$ cat src/rtl/sram_march_bist_ctrl.sv
// March C- self-test controller for one single-port SRAM.
// Drives the BIST port group and scores every read one cycle later.
module sram_march_bist_ctrl #(
  parameter int P_DATA_WIDTH = 24,
  parameter int P_ADDR_WIDTH = 14,
  parameter int DEPTH        = 256,
  parameter int P_CNT_WIDTH  = 16
) (
  input  logic                    A_CLK,
  input  logic                    A_RST,
  input  logic                    START,
  output logic                    BUSY,
  output logic                    DONE,
  output logic                    FAIL,
  output logic [P_ADDR_WIDTH-1:0] FAIL_ADDR,
  output logic [2:0]              FAIL_ELEM,
  output logic [P_CNT_WIDTH-1:0]  FAIL_CNT,
  output logic                    BIST_EN,
  output logic [P_ADDR_WIDTH-1:0] BIST_ADDR,
  output logic [P_DATA_WIDTH-1:0] BIST_DIN,
  output logic [P_DATA_WIDTH-1:0] BIST_BM,
  output logic                    BIST_MEN,
  output logic                    BIST_WEN,
  output logic                    BIST_REN,
  input  logic [P_DATA_WIDTH-1:0] BIST_DOUT
);

  typedef enum logic [3:0] {
    S_IDLE, S_M0, S_M1, S_M2, S_M3,
    S_M4, S_M5, S_DRAIN, S_DONE
  } state_t;

  localparam logic [P_ADDR_WIDTH-1:0] LAST =
    P_ADDR_WIDTH'(DEPTH - 1);

  state_t                  state_q, state_d;
  logic [P_ADDR_WIDTH-1:0] addr_q, addr_d;
  logic                    wr_q, wr_d;
  logic                    rd_vld_q, rd_vld_d;
  logic                    rd_one_q, rd_one_d;
  logic [P_ADDR_WIDTH-1:0] rd_addr_q, rd_addr_d;
  logic [2:0]              rd_elem_q, rd_elem_d;
  logic                    fail_q, fail_d;
  logic [P_ADDR_WIDTH-1:0] fail_addr_q, fail_addr_d;
  logic [2:0]              fail_elem_q, fail_elem_d;
  logic [P_CNT_WIDTH-1:0]  fail_cnt_q, fail_cnt_d;

  logic       busy;
  logic       ren;
  logic       wen;
  logic       wr_one;
  logic       rd_one;
  logic [2:0] elem;
  logic       miss;

  always_comb begin
    busy   = 1'b1;
    ren    = 1'b0;
    wen    = 1'b0;
    wr_one = 1'b0;
    rd_one = 1'b0;
    elem   = 3'd0;
    unique case (state_q)
      S_M0: wen = 1'b1;
      S_M1: begin
        elem = 3'd1; ren = !wr_q;
        wen = wr_q; wr_one = 1'b1;
      end
      S_M2: begin
        elem = 3'd2; ren = !wr_q;
        wen = wr_q; rd_one = 1'b1;
      end
      S_M3: begin
        elem = 3'd3; ren = !wr_q;
        wen = wr_q; wr_one = 1'b1;
      end
      S_M4: begin
        elem = 3'd4; ren = !wr_q;
        wen = wr_q; rd_one = 1'b1;
      end
      S_M5: begin
        elem = 3'd5; ren = 1'b1;
      end
      S_DRAIN: ;
      default: busy = 1'b0;
    endcase
  end

  assign miss = rd_vld_q &&
    (BIST_DOUT != {P_DATA_WIDTH{rd_one_q}});

  always_comb begin
    state_d     = state_q;
    addr_d      = addr_q;
    wr_d        = wr_q;
    rd_vld_d    = ren;
    rd_one_d    = rd_one;
    rd_addr_d   = addr_q;
    rd_elem_d   = elem;
    fail_d      = fail_q;
    fail_addr_d = fail_addr_q;
    fail_elem_d = fail_elem_q;
    fail_cnt_d  = fail_cnt_q;

    if (miss) begin
      fail_d = 1'b1;
      if (!fail_q) begin
        fail_addr_d = rd_addr_q;
        fail_elem_d = rd_elem_q;
      end
      if (fail_cnt_q != {P_CNT_WIDTH{1'b1}})
        fail_cnt_d = fail_cnt_q + P_CNT_WIDTH'(1);
    end

    unique case (state_q)
      S_IDLE, S_DONE: begin
        if (START) begin
          state_d     = S_M0;
          addr_d      = '0;
          wr_d        = 1'b0;
          fail_d      = 1'b0;
          fail_addr_d = '0;
          fail_elem_d = '0;
          fail_cnt_d  = '0;
        end
      end
      S_M0: begin
        if (addr_q == LAST) begin
          state_d = S_M1;
          addr_d  = '0;
        end else begin
          addr_d = addr_q + 1'b1;
        end
      end
      S_M1, S_M2: begin
        wr_d = !wr_q;
        if (wr_q) begin
          if (addr_q == LAST) begin
            state_d = (state_q == S_M1) ? S_M2 : S_M3;
            addr_d  = (state_q == S_M1) ? '0 : LAST;
          end else begin
            addr_d = addr_q + 1'b1;
          end
        end
      end
      S_M3, S_M4: begin
        wr_d = !wr_q;
        if (wr_q) begin
          if (addr_q == '0) begin
            state_d = (state_q == S_M3) ? S_M4 : S_M5;
            addr_d  = (state_q == S_M3) ? LAST : '0;
          end else begin
            addr_d = addr_q - 1'b1;
          end
        end
      end
      S_M5: begin
        if (addr_q == LAST) begin
          state_d = S_DRAIN;
          addr_d  = '0;
        end else begin
          addr_d = addr_q + 1'b1;
        end
      end
      S_DRAIN: state_d = S_DONE;
      default: state_d = S_IDLE;
    endcase
  end

  always_ff @(posedge A_CLK) begin
    if (A_RST) begin
      state_q     <= S_IDLE;
      addr_q      <= '0;
      wr_q        <= 1'b0;
      rd_vld_q    <= 1'b0;
      rd_one_q    <= 1'b0;
      rd_addr_q   <= '0;
      rd_elem_q   <= '0;
      fail_q      <= 1'b0;
      fail_addr_q <= '0;
      fail_elem_q <= '0;
      fail_cnt_q  <= '0;
    end else begin
      state_q     <= state_d;
      addr_q      <= addr_d;
      wr_q        <= wr_d;
      rd_vld_q    <= rd_vld_d;
      rd_one_q    <= rd_one_d;
      rd_addr_q   <= rd_addr_d;
      rd_elem_q   <= rd_elem_d;
      fail_q      <= fail_d;
      fail_addr_q <= fail_addr_d;
      fail_elem_q <= fail_elem_d;
      fail_cnt_q  <= fail_cnt_d;
    end
  end

  assign BUSY      = busy;
  assign DONE      = (state_q == S_DONE);
  assign FAIL      = fail_q;
  assign FAIL_ADDR = fail_addr_q;
  assign FAIL_ELEM = fail_elem_q;
  assign FAIL_CNT  = fail_cnt_q;
  assign BIST_EN   = busy;
  assign BIST_MEN  = busy;
  assign BIST_BM   = {P_DATA_WIDTH{busy}};
  assign BIST_ADDR = busy ? addr_q : '0;
  assign BIST_WEN  = wen;
  assign BIST_REN  = ren;
  assign BIST_DIN  = {P_DATA_WIDTH{wen & wr_one}};

endmodule

$ cat config.mk
export PLATFORM = sky130hd
export DESIGN_NAME = sram_march_bist_ctrl
export DESIGN_NICKNAME = d
export VERILOG_FILES = /design/src/rtl/sram_march_bist_ctrl.sv
export SDC_FILE = /design/constraint.sdc
export NUM_CORES = 1
export LEC_CHECK = 0
export ABC_AREA = 1
export ABC_CLOCK_PERIOD_IN_PS = 4300
export CAP_MARGIN = 20
export CORE_MARGIN = 2
export CORE_UTILIZATION = 50
export CTS_BUF_LIST = sky130_fd_sc_hd__clkbuf_4
export CTS_CLUSTER_SIZE = 12
export DETAILED_ROUTE_END_ITERATION = 10
export GPL_TIMING_DRIVEN = 0
export PLACE_DENSITY = 0.84
export SLEW_MARGIN = 10
export SYNTH_ARGS = -nofsm -noshare
export SYNTH_HDL_FRONTEND = slang
export SYNTH_SLANG_ARGS = --single-unit
$ cat constraint.sdc
create_clock -name A_CLK -period 4.3 [get_ports A_CLK]
set_input_delay 1.29 -clock A_CLK [delete_from_list [all_inputs] [get_ports A_CLK]]
set_output_delay 1.29 -clock A_CLK [all_outputs]
set_load 0.01 [all_outputs]
==> summary.md <==
| Metric | Value |
|---|---|
| Met1 usage | roughly a third |
| Post-synth top area cell | dfxtp_1 |
| Die area | 0.009770 mm² |
| Buffers from clock root to sink, at most | 2 |
| Final setup violation count | 0 |
| Worst path most repeated cell | inv_1 |
| DRC Markers | 0 |
| CP max stage cell | clkdlybuf4s50_1 |
| Clock buffer count from CTS | 9 |
| Leak | ~2.8 nW |
| Max incr delay on CP | between 0.4 and 0.5 ns |
| Detailed Route Iter0 Violations | just over 400 |
| Layout area overhead | 35.80% |
| Initial Util | around 52% |
| Crit path max-delay family | buffers and inverters |
| DR vias | between 4000 and 5000 |
| Max VDD drop | slightly below 0.6 mV |
| R2R Path End | addr_q[7]$_SDFFE_PP0P_ |
| Crit path DAT | approximately 2.7 ns |
| Crit path buffers/inverters | 6 |
| Crit-path max FO | 14 |
| Worst-path clk slew | roughly 0.13 ns |
| Internal power | approximately 0.0021 W |
| CP Capture Point | BIST_BM[23] |
| Setup Skew | 0.02005 ns |
| Vias per cell | between 5 and 6 |
| Antenna violations before repair | 0 |
| Net Sw Frac | a little over two fifths |
| M3 GR Usage | under 10% |
| Synth area leaders | dfxtp_1 32%, nand2_1 17%, nor2_1 9.7% |
| Reg power frac | between 20% and 30% |
| Die width | around 99 µm |
| Period minus WS final | approximately 4.0 ns |
| Post-Syn Area | around 0.0045 mm² |
| FF-to-FF Start | addr_q[0]$_SDFFE_PP0P_ |
| Fraction of layout cells with a size suffix above 1 | ~12% |
| Synth Instances | approximately 700 |
| Most used routing layer | met2 |
| Relative slew slack | 63.65% |
| GRT Util Overall | about a quarter |
| Hold Path Origin | rd_elem_q[0]$_SDFF_PP0_ |
| Comb power frac | a little over three fifths |
| Worst Reg-to-Reg Cells | 11 |
| Number of detailed-routing iterations run before antenna repair | 5 |
| NetSw | ~0.0016 W |
| Sequential fraction of the synthesis area | approximately a third |
| Setup crit end kind | output pin |
| R2R Setup Slk | between 2 and 2.5 ns |
| WL final | 12760 µm |
| Post-DP HPWL | ~9700 µm |
| Avg Inst Size Synth | approximately 6.3 µm² |
| CTS root buf | clkbuf_4 |
| Vias in the first global route | 4579 |
| Layout Utilization | between 70% and 80% |
| Largest net degree at the start of global routing | 28 |
| Number of cell rows | 34 |
| Setup TNS | 0 ns |
| Total global routing overflow | 0 |
| I/O Pins | approximately 130 |
| Crit-path cells | inv_1, o21ai_1, inv_1, nor2_1, clkbuf_4, clkinvlp_4, buf_4, clkdlybuf4s50_1 |
| Tightest Pin Transition | 0.5452 ns |
| CP required | roughly 3 ns |
| Max Freq | 251.7 MHz |
| Core box area | a little under 0.009 mm² |
| Worst-Skew Late Latency | around 0.42 ns |
| Gpl congestion | a little under 1 |
| Nets | between 800 and 900 |
| Avg WL per Cell | around 13 µm |
| CTS tree | built |
| Tot Pwr | around 0.0037 W |
| Final period utilization | about 90% |
| Yosys warns | 0 |
| Seq cells post-synth | 72 |
| CTS H-tree lvls | 3 |
| Status | finished, final reports clean |
| Setup bufs post-CTS | 0 |
| Port Buf Inserts | roughly 130 |
| Unrepaired setup endpoints after global routing | no |
| Global-route wire length before repair | roughly 21000 µm |
| Top cell type's share of synthesized area | about a third |
| Final slew viol count | 0 |
| Routing usage on met2 | between 40% and 50% |
| MaxCap Viol Count | 0 |
| Synth cell types | 32 |
| Clock sink count | between 70 and 80 |
| N_diodes | 0 |
| P per Cell Area | between 600 and 700 mW/mm² |
| Power share of the clock group | 13.2% |
| Crit path kind | reg2out |
| Post-Syn Nets | roughly 750 |
| Die H | 98.85 µm |
| Final Hold Viols | 0 |
| CTS-repair resized insts | 0 |
| Hold slack | 0.4719 ns |
| Critical path depth | 8 |
| Hold Crit Class | reg2reg |
| Hold-fix buffers, CTS | 0 |
| Final ANT Viol Nets | 0 |
| Startpoint types | flip-flop |
| CP Launch Point | state_q[3]$_SDFFE_PP0P_ |
## placed cells by master, fill, tap and decap left out, types with 4 or more instances in the layout
master,count
o21ai_0,13
dfxtp_1,72
nand3_2,4
inv_2,7
buf_4,52
clkbuf_4,10
xor2_1,14
nor2_1,116
buf_2,5
buf_6,4
nand4_1,11
nor3_1,11
nand3_1,67
nand2_1,207
a21oi_1,23
clkinvlp_4,5
inv_1,69
nor2_2,4
clkbuf_1,5
nand2_2,5
clkdlybuf4s50_1,128
## kinds of logic (layout without fill, tap and decap cells)
family,Yosys count,in the layout,share of synthesized area [%]
buffers and inverters,146,292,17.19
adders and majority gates,3,3,0.8346
xor gates and xnor gates,17,17,3.310
and+or+nand+nor,440,440,42.03
DFF,72,72,32.04
AOI/OAI and AO/OA,40,40,4.590
## layout make-up
| type | instances | area, µm² |
|---|---|---|
| repair buffers | 129 | 1292 |
| fillers | 732 | 2613 |
| flip-flops and latches | 72 | 1441 |
| well taps | 108 | 135.1 |
| plain buffers | 69 | 486.7 |
| repair inverters | 1 | 7.507 |
| clock buffers | 9 | 67.56 |
| multi-input cells | 500 | 2288 |
| inverters | 77 | 292.8 |
| clock inverters | 7 | 96.34 |
## cell usage after synthesis (all sizes together)
cell type  instances
a21oi             23
and2               1
and3               1
buf               64
clkbuf             5
dfxtp             72
ha                 3
inv               77
nand2            212
nand3             72
nand3b             3
nand4             11
nor2             123
nor3              12
nor4               1
o21ai             15
o31ai              1
o32ai              1
or2                4
xnor2              3
xor2              14
## stage by stage
| step | std cells | worst slack [ns] | instance area, µm² |
|---|---|---|---|
| final | 972 | 0.3270 | 6108 |
| after CTS | 971 | 0.1082 | 6095 |
| after detailed placement | 955 | 0.5987 | 5931 |
| after global routing | 972 | 0.06579 | 6108 |
| after floorplan | 718 | 0.5541 | 4498 |
| after global placement | 954 | -0.1157 | 5914 |
## sequential cells by signal, indices dropped and copies added, names as in the netlist, 3 cells and up
name       count
FAIL_ADDR     14
FAIL_CNT      16
FAIL_ELEM      3
addr_q        14
rd_addr_q     14
rd_elem_q      3
state_q        4
## routing by layer
layer  share of wire, %  wire, µm  vias up
li1                   -         -     2472
met4                2.8       361        0
met5                  0         0        -
met3                8.9      1136       45
met2                 48      6084      245
met1                 41      5173     2224
## worst register-to-register path, cell delays in order, from the launching register on
cell,delay (ns)
dfxtp_1,0.38
inv_1,0.22
ha_1,0.24
nand3_2,0.17
nor2_2,0.25
nand2_2,0.19
nand3_2,0.19
nand2_2,0.16
nand2_1,0.12
nand3_1,0.08
nand2_1,0.08
nand2_1,0.04
## worst min path at each step
| stage | end | cells past startpoint |
|---|---|---|
| CTS | FAIL_ELEM[0]$_SDFF_PP0_ | 2 |
| finish | FAIL_ELEM[0]$_SDFF_PP0_ | 2 |
| floorplan | FAIL_ADDR[0]$_SDFF_PP0_ | 2 |
| global route | FAIL_ADDR[7]$_SDFF_PP0_ | 2 |
| detailed placement | FAIL_ADDR[5]$_SDFF_PP0_ | 2 |
| global placement | FAIL_ADDR[2]$_SDFF_PP0_ | 2 |
## power groups by stage
stage	logic (W)	clock network [W]	registers (W)
after floorplan	0.00142	0	0.000885
after global placement	0.00224	0	0.000880
after detailed placement	0.00230	0	0.000884
after CTS	0.00231	0.000494	0.000870
after global routing	0.00254	0.000522	0.000887
final	0.00235	0.000489	0.000872
No activity file was read; power rests on OpenSTA's default activity.
